### src/rtl/uart_rx_pkg.sv
// Shared constants for the UART receiver frame controller: state encoding,
// parity sense and the legal oversampling ratios.
package uart_rx_pkg;

    localparam logic [2:0] ST_IDLE       = 3'd0;
    localparam logic [2:0] ST_START      = 3'd1;
    localparam logic [2:0] ST_DATA       = 3'd2;
    localparam logic [2:0] ST_PARITY     = 3'd3;
    localparam logic [2:0] ST_STOP       = 3'd4;
    localparam logic [2:0] ST_BREAK_WAIT = 3'd5;

    localparam logic PAR_EVEN = 1'b0;
    localparam logic PAR_ODD  = 1'b1;

    localparam int PRESCALE_8  = 8;
    localparam int PRESCALE_16 = 16;
    localparam int PRESCALE_32 = 32;

    // Index of the last edge in a bit; unsupported ratios fall back to 8.
    function automatic logic [4:0] last_edge_of(input logic [31:0] prescale);
        logic [4:0] last;
        last = 5'(PRESCALE_8 - 1);
        if (prescale == 32'(PRESCALE_16))
            last = 5'(PRESCALE_16 - 1);
        else if (prescale == 32'(PRESCALE_32))
            last = 5'(PRESCALE_32 - 1);
        return last;
    endfunction

endpackage

### src/rtl/uart_rx_edge_bit_cnt.sv
// Per-bit edge counter with bit-end strobe, plus the data bit counter.
// Both are controlled by the frame FSM through enable/clear inputs.
module uart_rx_edge_bit_cnt #(
    parameter int BIT_W = 3
) (
    input  logic             data_sampling_clk,
    input  logic             data_sampling_rst,
    input  logic             cnt_en,
    input  logic [4:0]       last_edge,
    input  logic             bit_clr,
    input  logic             bit_inc,
    output logic [4:0]       edge_cnt,
    output logic             bit_end,
    output logic [BIT_W-1:0] bit_cnt
);

    assign bit_end = cnt_en && (edge_cnt == last_edge);

    // The edge counter sits at 0 whenever the FSM is not timing a bit.
    always_ff @(posedge data_sampling_clk or negedge data_sampling_rst) begin
        if (!data_sampling_rst)
            edge_cnt <= 5'd0;
        else if (!cnt_en || bit_end)
            edge_cnt <= 5'd0;
        else
            edge_cnt <= edge_cnt + 5'd1;
    end

    always_ff @(posedge data_sampling_clk or negedge data_sampling_rst) begin
        if (!data_sampling_rst)
            bit_cnt <= '0;
        else if (bit_clr)
            bit_cnt <= '0;
        else if (bit_inc && bit_end)
            bit_cnt <= bit_cnt + BIT_W'(1);
    end

endmodule

### src/rtl/uart_rx_ctrl.sv
// UART receiver frame-sequencing FSM: start detect, LSB-first deserialise,
// parity/stop checks. Optional break detection under UART_RX_BREAK_DET_EN.
module uart_rx_ctrl
    import uart_rx_pkg::*;
#(
    parameter int DATA_WIDTH = 8,
    parameter int PRESCALE_W = 6
) (
    input  logic                  data_sampling_clk,
    input  logic                  data_sampling_rst,
    input  logic                  RX_IN,
    input  logic [PRESCALE_W-1:0] Prescale,
    input  logic                  PAR_EN,
    input  logic                  PAR_TYP,
    input  logic                  sampled_bit,
    output logic                  dat_samp_en,
    output logic [4:0]            edge_cnt,
    output logic [DATA_WIDTH-1:0] P_DATA,
    output logic                  data_valid,
    output logic                  par_err,
    output logic                  stp_err,
`ifdef UART_RX_BREAK_DET_EN
    output logic                  break_det,
`endif
    output logic                  strt_glitch
);

    localparam int BIT_W = (DATA_WIDTH > 1) ? $clog2(DATA_WIDTH) : 1;

    logic [2:0]            state;
    logic [2:0]            state_nxt;
    logic [4:0]            last_edge_q;
    logic                  par_en_q;
    logic                  par_typ_q;
    logic                  par_flag;
    logic [DATA_WIDTH-1:0] shift_q;
    logic [BIT_W-1:0]      bit_cnt;
    logic                  bit_end;
    logic                  cnt_en;
    logic                  leave_idle;
    logic                  stop_end;
    logic                  last_data_bit;
    logic                  par_expected;
    logic                  break_cond;

    assign leave_idle    = (state == ST_IDLE) && !RX_IN;
    assign cnt_en        = (state == ST_START) || (state == ST_DATA) ||
                           (state == ST_PARITY) || (state == ST_STOP);
    assign last_data_bit = (bit_cnt == BIT_W'(DATA_WIDTH - 1));
    assign par_expected  = (^shift_q) ^ (par_typ_q == PAR_ODD);
    assign stop_end      = (state == ST_STOP) && bit_end;
    assign break_cond    = stop_end && !sampled_bit && (shift_q == '0);

    uart_rx_edge_bit_cnt #(
        .BIT_W (BIT_W)
    ) u_edge_bit_cnt (
        .data_sampling_clk (data_sampling_clk),
        .data_sampling_rst (data_sampling_rst),
        .cnt_en            (cnt_en),
        .last_edge         (last_edge_q),
        .bit_clr           (state == ST_START),
        .bit_inc           (state == ST_DATA),
        .edge_cnt          (edge_cnt),
        .bit_end           (bit_end),
        .bit_cnt           (bit_cnt)
    );

    // Pulses are decoded from registered state and the registered sampled_bit.
    assign dat_samp_en = cnt_en;
    assign strt_glitch = (state == ST_START) && bit_end && sampled_bit;
    assign data_valid  = stop_end && sampled_bit && !par_flag;
    assign par_err     = stop_end && sampled_bit && par_flag;
`ifdef UART_RX_BREAK_DET_EN
    assign break_det   = break_cond;
    assign stp_err     = stop_end && !sampled_bit && !break_cond;
`else
    assign stp_err     = stop_end && !sampled_bit;
`endif

    always_comb begin
        state_nxt = state;
        case (state)
            ST_IDLE:   if (!RX_IN) state_nxt = ST_START;
            ST_START:  if (bit_end) state_nxt = sampled_bit ? ST_IDLE : ST_DATA;
            ST_DATA:   if (bit_end && last_data_bit) state_nxt = par_en_q ? ST_PARITY : ST_STOP;
            ST_PARITY: if (bit_end) state_nxt = ST_STOP;
`ifdef UART_RX_BREAK_DET_EN
            ST_STOP:   if (bit_end) state_nxt = break_cond ? ST_BREAK_WAIT : ST_IDLE;
            ST_BREAK_WAIT: if (RX_IN) state_nxt = ST_IDLE;
`else
            ST_STOP:   if (bit_end) state_nxt = ST_IDLE;
`endif
            default:   state_nxt = ST_IDLE;
        endcase
    end

    always_ff @(posedge data_sampling_clk or negedge data_sampling_rst) begin
        if (!data_sampling_rst)
            state <= ST_IDLE;
        else
            state <= state_nxt;
    end

    // Frame configuration is frozen for the whole frame once the start edge is seen.
    always_ff @(posedge data_sampling_clk or negedge data_sampling_rst) begin
        if (!data_sampling_rst) begin
            last_edge_q <= 5'd7;
            par_en_q    <= 1'b0;
            par_typ_q   <= 1'b0;
        end else if (leave_idle) begin
            last_edge_q <= last_edge_of(32'(Prescale));
            par_en_q    <= PAR_EN;
            par_typ_q   <= PAR_TYP;
        end
    end

    always_ff @(posedge data_sampling_clk or negedge data_sampling_rst) begin
        if (!data_sampling_rst)
            shift_q <= '0;
        else if ((state == ST_DATA) && bit_end)
            shift_q[bit_cnt] <= sampled_bit;
    end

    always_ff @(posedge data_sampling_clk or negedge data_sampling_rst) begin
        if (!data_sampling_rst)
            par_flag <= 1'b0;
        else if (leave_idle)
            par_flag <= 1'b0;
        else if ((state == ST_PARITY) && bit_end && (sampled_bit != par_expected))
            par_flag <= 1'b1;
    end

    // The visible byte only changes on a good frame; error frames keep the old one.
    always_ff @(posedge data_sampling_clk or negedge data_sampling_rst) begin
        if (!data_sampling_rst)
            P_DATA <= '0;
        else if (data_valid)
            P_DATA <= shift_q;
    end

endmodule

### config.mk
export PLATFORM = sky130hd
export DESIGN_NAME = uart_rx_ctrl
export DESIGN_NICKNAME = d
export VERILOG_FILES = /design/src/rtl/uart_rx_pkg.sv /design/src/rtl/uart_rx_edge_bit_cnt.sv /design/src/rtl/uart_rx_ctrl.sv
export SDC_FILE = /design/constraint.sdc
export NUM_CORES = 1
export LEC_CHECK = 0
export BUFFER_PORTS_ARGS = -buffer_cell sky130_fd_sc_hd__buf_2
export CAP_MARGIN = 20
export CELL_PAD_IN_SITES_DETAIL_PLACEMENT = 0
export CELL_PAD_IN_SITES_GLOBAL_PLACEMENT = 2
export CORE_MARGIN = 10
export CORE_UTILIZATION = 37
export CTS_BUF_LIST = sky130_fd_sc_hd__clkbuf_2
export CTS_CLUSTER_SIZE = 12
export DETAILED_ROUTE_END_ITERATION = 6
export PLACE_DENSITY = 0.85
export SETUP_SLACK_MARGIN = 0.05
export SLEW_MARGIN = 20
export SYNTH_ARGS = -nofsm -noshare
export SYNTH_HDL_FRONTEND = slang
export SYNTH_SLANG_ARGS = --single-unit
### constraint.sdc
create_clock -name data_sampling_clk -period 3 [get_ports data_sampling_clk]
set_clock_uncertainty 0.2 [all_clocks]
set_input_delay 0.6 -clock data_sampling_clk [delete_from_list [all_inputs] [get_ports data_sampling_clk]]
set_output_delay 0.6 -clock data_sampling_clk [all_outputs]
set_load 0.02 [all_outputs]
# Word-level counts from Yosys, hierarchy flattened
# Cells that the tools add are included.
[totals]
reg_bits = 35
latch_bits = 0
ram_bits = 0
romBits = 0
in_bits = 12
output_inout_bits = 18
elab_cells = 73
memories = 0
[op_classes]
n_addsub = 2
n_mul = 0
div = 0
magnitude_cmp = 2
eq_ne = 14
n_shift = 0
muxes = 18
bitwise = 1
n_reduce_logical = 27
[op_table]
columns = ["op", "n"]
rows = [
  ["3-bit 2-to-1 mux", 8],
  ["5-bit 2-to-1 mux", 3],
  ["3-bit case mux with 5 select lines", 1],
  ["1-bit logical AND", 14],
  ["2-bit inequality test, second input constant", 5],
  ["8-bit bitwise mux", 1],
  ["8-bit XOR reduction", 1],
  ["3-bit by 2-bit equality test with 1-bit output, second input constant", 2],
  ["3-bit equality test, second input constant", 2],
  ["6-bit by 5-bit equality test with 1-bit output, second input constant", 1],
  ["6-bit equality test, second input constant", 1],
  ["5-bit by 1-bit adder with 5-bit output, second input constant", 1],
  ["5-bit equality test", 1],
  ["5-bit AND reduction", 1],
  ["1-bit zero test", 4],
  ["1-bit logical OR", 4],
  ["3-bit by 4-bit less-than comparator with 1-bit output, second input constant", 1],
  ["2-bit nonzero test", 2],
  ["3-bit by 1-bit adder with 3-bit output, second input constant", 1],
  ["1-bit demux with 3-bit select", 1],
  ["3-bit by 1-bit equality test with 1-bit output, second input constant", 1],
  ["3-bit by 1-bit >= comparator with 1-bit output, second input constant", 1],
  ["3-bit zero test", 1],
  ["1-bit 2-to-1 mux", 3],
  ["other kinds (3)", 3],
]

# Depth between registers and ports, before layout
[logic_depth]
depth_word = 9
depth_mapped = 7
mapped_depth_nobuf = 5

# Hierarchy
# From an unflattened synthesis, not the netlist that was laid out.
[unflattened]
cells_unflattened = 156
area_unflattened_um2 = 1793.0
[by_module_without_submodules]
columns = ["module", "instances", "cells_per_inst", "area_per_inst_um2", "seq_area_each_um2"]
rows = [
  ["uart_rx_ctrl", 1, 112, 1310.0, 600.6],
  ["uart_rx_edge_bit_cnt", 1, 44, 483.0, 200.2],
]

# Worst setup path after synthesis
# No wires, ideal clock.
[synth_path]
kind = "register -> output"
startpoint = "register u_edge_bit_cnt.edge_cnt[0]"
endpoint = "output port data_valid"
arrival_ns = 2.137
required_time_ns = 2.200
path_slack_ns = 0.063
stages_incl_launch_ff = 8
n_path_buf = 2
path_cell_list = "dfrtp_1 -> ha_1 -> nand2_1 -> or3_1 -> buf_2 -> or4b_4 -> buf_6 -> inv_1"
[synth_between]
elab_chain_cells = 5
[synth_rtl]
columns = ["element", "line_no", "rtl"]
rows = [
  ["start: declaration", "uart_rx_edge_bit_cnt.sv:12", "output logic [4:0] edge_cnt,"],
  ["start signal: assignment", "uart_rx_edge_bit_cnt.sv:26", "edge_cnt <= edge_cnt + 5'd1;"],
  ["5-bit equality test", "uart_rx_edge_bit_cnt.sv:17", "assign bit_end = cnt_en && (edge_cnt == last_edge);"],
  ["1-bit logical AND", "uart_rx_edge_bit_cnt.sv:17", ""],
  ["1-bit logical AND", "uart_rx_ctrl.sv:51", "assign stop_end = (state == ST_STOP) && bit_end;"],
  ["1-bit logical AND (2 in series)", "uart_rx_ctrl.sv:71", "assign data_valid = stop_end && sampled_bit && !par_flag;"],
  ["end: declaration", "uart_rx_ctrl.sv:19", "output logic data_valid,"],
]
# Every way passes these cells.

# Worst setup path after layout
# Same ends and word-level chain as after synthesis.

==> results.sh <==
export IMPL_rows=24
export IMPL_cp_top_family="simple AND/OR/NAND/NOR gates"
export IMPL_finalHoldViolCount=0
export IMPL_coreArea_mm2=0.00435
export IMPL_status="complete, no violations"
export IMPL_synthArstFlopShare_pct=100
export IMPL_die_y_um=87.0
export IMPL_holdBufCountCts=0
export IMPL_grt_pass1_vias=1311
export IMPL_critical_path_class="reg2out"
export IMPL_use_met3_pct=3.75
export IMPL_post_synth_top_count_cell="dfrtp_1"
export IMPL_power_mw=1.37
export IMPL_relSlewSlack_pct=50.8
export IMPL_critPathRequiredTime_ns=2.20
export IMPL_num_io_pins=30
export IMPL_start_util_pct=38.1
export IMPL_synth_seq_cells=32
export IMPL_crit_fanout=6
export IMPL_track_usage_pct=10.5
export IMPL_die_area_mm2=0.00756
export IMPL_postSynthCellCount=146
export IMPL_post_drt_wl_per_cell_um=15.5
export IMPL_yosysTopAreaCellShare_pct=48.3
export IMPL_antenna_cells=0
export IMPL_syn_area_mm2=0.00166
export IMPL_busiest_layer="met2"
export IMPL_yosys_area_top_type="dfrtp_1"
export IMPL_finalMaxSlewViolations=0
export IMPL_cp_start_kind="flip-flop"
export IMPL_rsz0062_at_grt="true"
export IMPL_avgSynthCellArea_um2=11.4
export IMPL_io_buffers=29
export IMPL_clk_pin_slew_ns=0.17
export IMPL_slowest_delay_ns=0.51
export IMPL_tritoncts="done"
export IMPL_wl_um=3690
export IMPL_peakVddDrop_mv=0.301
export IMPL_clock_path_buffers=2
export IMPL_netlist_top_cells_area="dfrtp_1 48%, mux2_4 7.2%, mux2_2 6.8%, xnor2_1 4.2%, nand2_1 3.4%"
export IMPL_chipWidth_um=87.0
export IMPL_met2_usage_pct=17.1
export IMPL_regArea_um2=801
export IMPL_clkLatencyLatePin_ns=0.37
export IMPL_fmax_ghz=0.341
export IMPL_drive_gt1_share_pct=37.6
export IMPL_grt_max_degree=33
export IMPL_powerDensity_mw_per_mm2=696
export IMPL_reg2regPathDepth=6
export IMPL_ys_warnings_count=0
export IMPL_period_minus_slack_ns=2.93
export IMPL_gp_congestion=0.792
export IMPL_min_delay_path_class="in2async"
export IMPL_gr_total_overflow=0
export IMPL_ys_seq_area_share_pct=48.3
export IMPL_fillers=434
export IMPL_synth_flop_cell="dfrtp_1"
export IMPL_vias=1236
export IMPL_cap_violations=0
export IMPL_nNetsFinal=201
export IMPL_synth_common_cells="32 x dfrtp_1, 15 x nand2_1, 10 x mux2_2, 10 x nor2_1"
export IMPL_final_setup_tns_ns=0
export IMPL_cp_end_kind="output port"
export IMPL_cts_sinks=32
export IMPL_synth_edf_count=0
export IMPL_multi_input_area_um2=827
export IMPL_path_depth=6
export IMPL_slowest_stage="or4b_4"
export IMPL_cts_root_buffer="clkbuf_2"
export IMPL_synth_distinct_cells=37
export IMPL_worst_pin_slew_ns=0.738
export IMPL_antenna_found_initial=0
export IMPL_numCtsBuffers=5
export IMPL_viasPerCell=5.19
export IMPL_reg2reg_setup_slack_ns=0.60
export IMPL_antenna_left=0
export IMPL_cp_data_arrival_time_ns=2.13
export IMPL_drt_iter0_drc=40
export IMPL_drc=0
export IMPL_finalSetupViolations=0
export IMPL_place_hpwl_um=2710
export IMPL_path_cells="ha_2 -> nand2_4 -> or3_4 -> or4b_4 -> inv_2 -> buf_6"
export IMPL_grt_pass1_wl_um=6380
export IMPL_worst_slack_ns=0.0695
export IMPL_cts_max_level=2
export IMPL_grt_use_met1_pct=12.3
export IMPL_dr_pass1_iters=4
export IMPL_area_delta_synth_final_pct=18.7
export IMPL_synth_fp_nets=161
export IMPL_post_place_ws_ns=0.293
export IMPL_hold_slack_ns=0.0650
export IMPL_p_leak_nw=0.957
export IMPL_worst_path_buf_inv=2
export IMPL_period_share_pct=97.7
[layout make-up]
type | instances | share of cell area, %
Clock buffer | 6 | 1.52
Clock inverter | 1 | 0.254
Tap cell | 52 | 3.30
Sequential cell | 32 | 40.7
Multi-Input combinational cell | 104 | 42.0
Timing Repair Buffer | 39 | 11.5
Inverter | 4 | 0.762
[metal layers]
| metal | part of all wire [%] | wire, um |
|---|---|---|
| met5 | 0 | 0 |
| met4 | 1.5 | 55 |
| met3 | 6.3 | 232 |
| met2 | 48 | 1760 |
| met1 | 44 | 1640 |
[stage by stage]
step                cells  instance area [um^2]  util (%)
detailed placement    226                  1880      43.1
finish                238                  1970      45.2
global route          238                  1970      45.2
global placement      226                  1880      43.1
floorplan             146                  1660         -
CTS                   237                  1960      44.9
[power breakdown]
group	switching, mW	total [mW]	internal, mW	leakage, nW
sequential	0.0713	0.588	0.517	0.407
clock	0.142	0.197	0.0555	0.0288
combinational	0.321	0.586	0.265	0.521
total	0.534	1.37	0.837	0.957
[cell usage in the layout (no fill, tap or decap), types with 2 or more instances in the layout]
cell type,n
o31ai_1,2
nor3_1,4
a32o_1,2
nor2_1,10
a22o_1,3
mux2_2,10
mux2_4,8
dfrtp_1,32
buf_2,28
xnor2_1,8
inv_1,3
nor3b_1,2
a21oi_1,2
ha_1,2
buf_4,10
nand2_1,14
clkbuf_2,6
nor4b_1,3
xor2_1,5
nand4_1,3
nor4_1,2
o21bai_1,2
nand3_1,4
nand2b_1,3
[state kept, by name (all words and copies together) (netlist names)]
name and cells:
u_edge_bit_cnt.edge_cnt 5, par_flag 1, shift_q 8, par_typ_q 1, P_DATA 8, state 3
u_edge_bit_cnt.bit_cnt 3, par_en_q 1, last_edge_q 2
[logic make-up after synthesis]
family / after synthesis / share of synthesized area, %
simple gates: 54 / 17.4
flops: 32 / 48.3
mux: 18 / 14.0
compound gates: 15 / 7.01
xor+xnor: 14 / 8.22
buf+inv: 10 / 2.79
fa+ha+maj: 3 / 2.26
[final timing paths]
check | from | endpoint
worst max-delay path | u_edge_bit_cnt.edge_cnt[0]$_DFF_PN0_ | data_valid
worst min-delay path | data_sampling_rst | u_edge_bit_cnt.bit_cnt[0]$_DFFE_PN0P_
worst max register to register | u_edge_bit_cnt.edge_cnt[0]$_DFF_PN0_ | P_DATA[6]$_DFFE_PN0P_
worst min register to register | P_DATA[6]$_DFFE_PN0P_ | P_DATA[6]$_DFFE_PN0P_
max in group asynchronous | data_sampling_rst | last_edge_q[4]$_DFFE_PN0P_
min in group data_sampling_clk | Prescale[4] | last_edge_q[4]$_DFFE_PN0P_
[what timing repair did]
action / CTS / global route
gates resized for setup: 6 / 1
buffers inserted: 4 / 1
pin swaps: 2 / 1
setup endpoints to repair: 1 / 1
[worst reg2reg max path, cell delays in order, from the launching register on]
cell and delay, ns:
dfrtp_1 0.40, ha_2 0.21, nand2_4 0.07, or3_4 0.38
or4b_4 0.51, buf_4 0.21, mux2_4 0.30
Power figures use the tool's default switching activity.
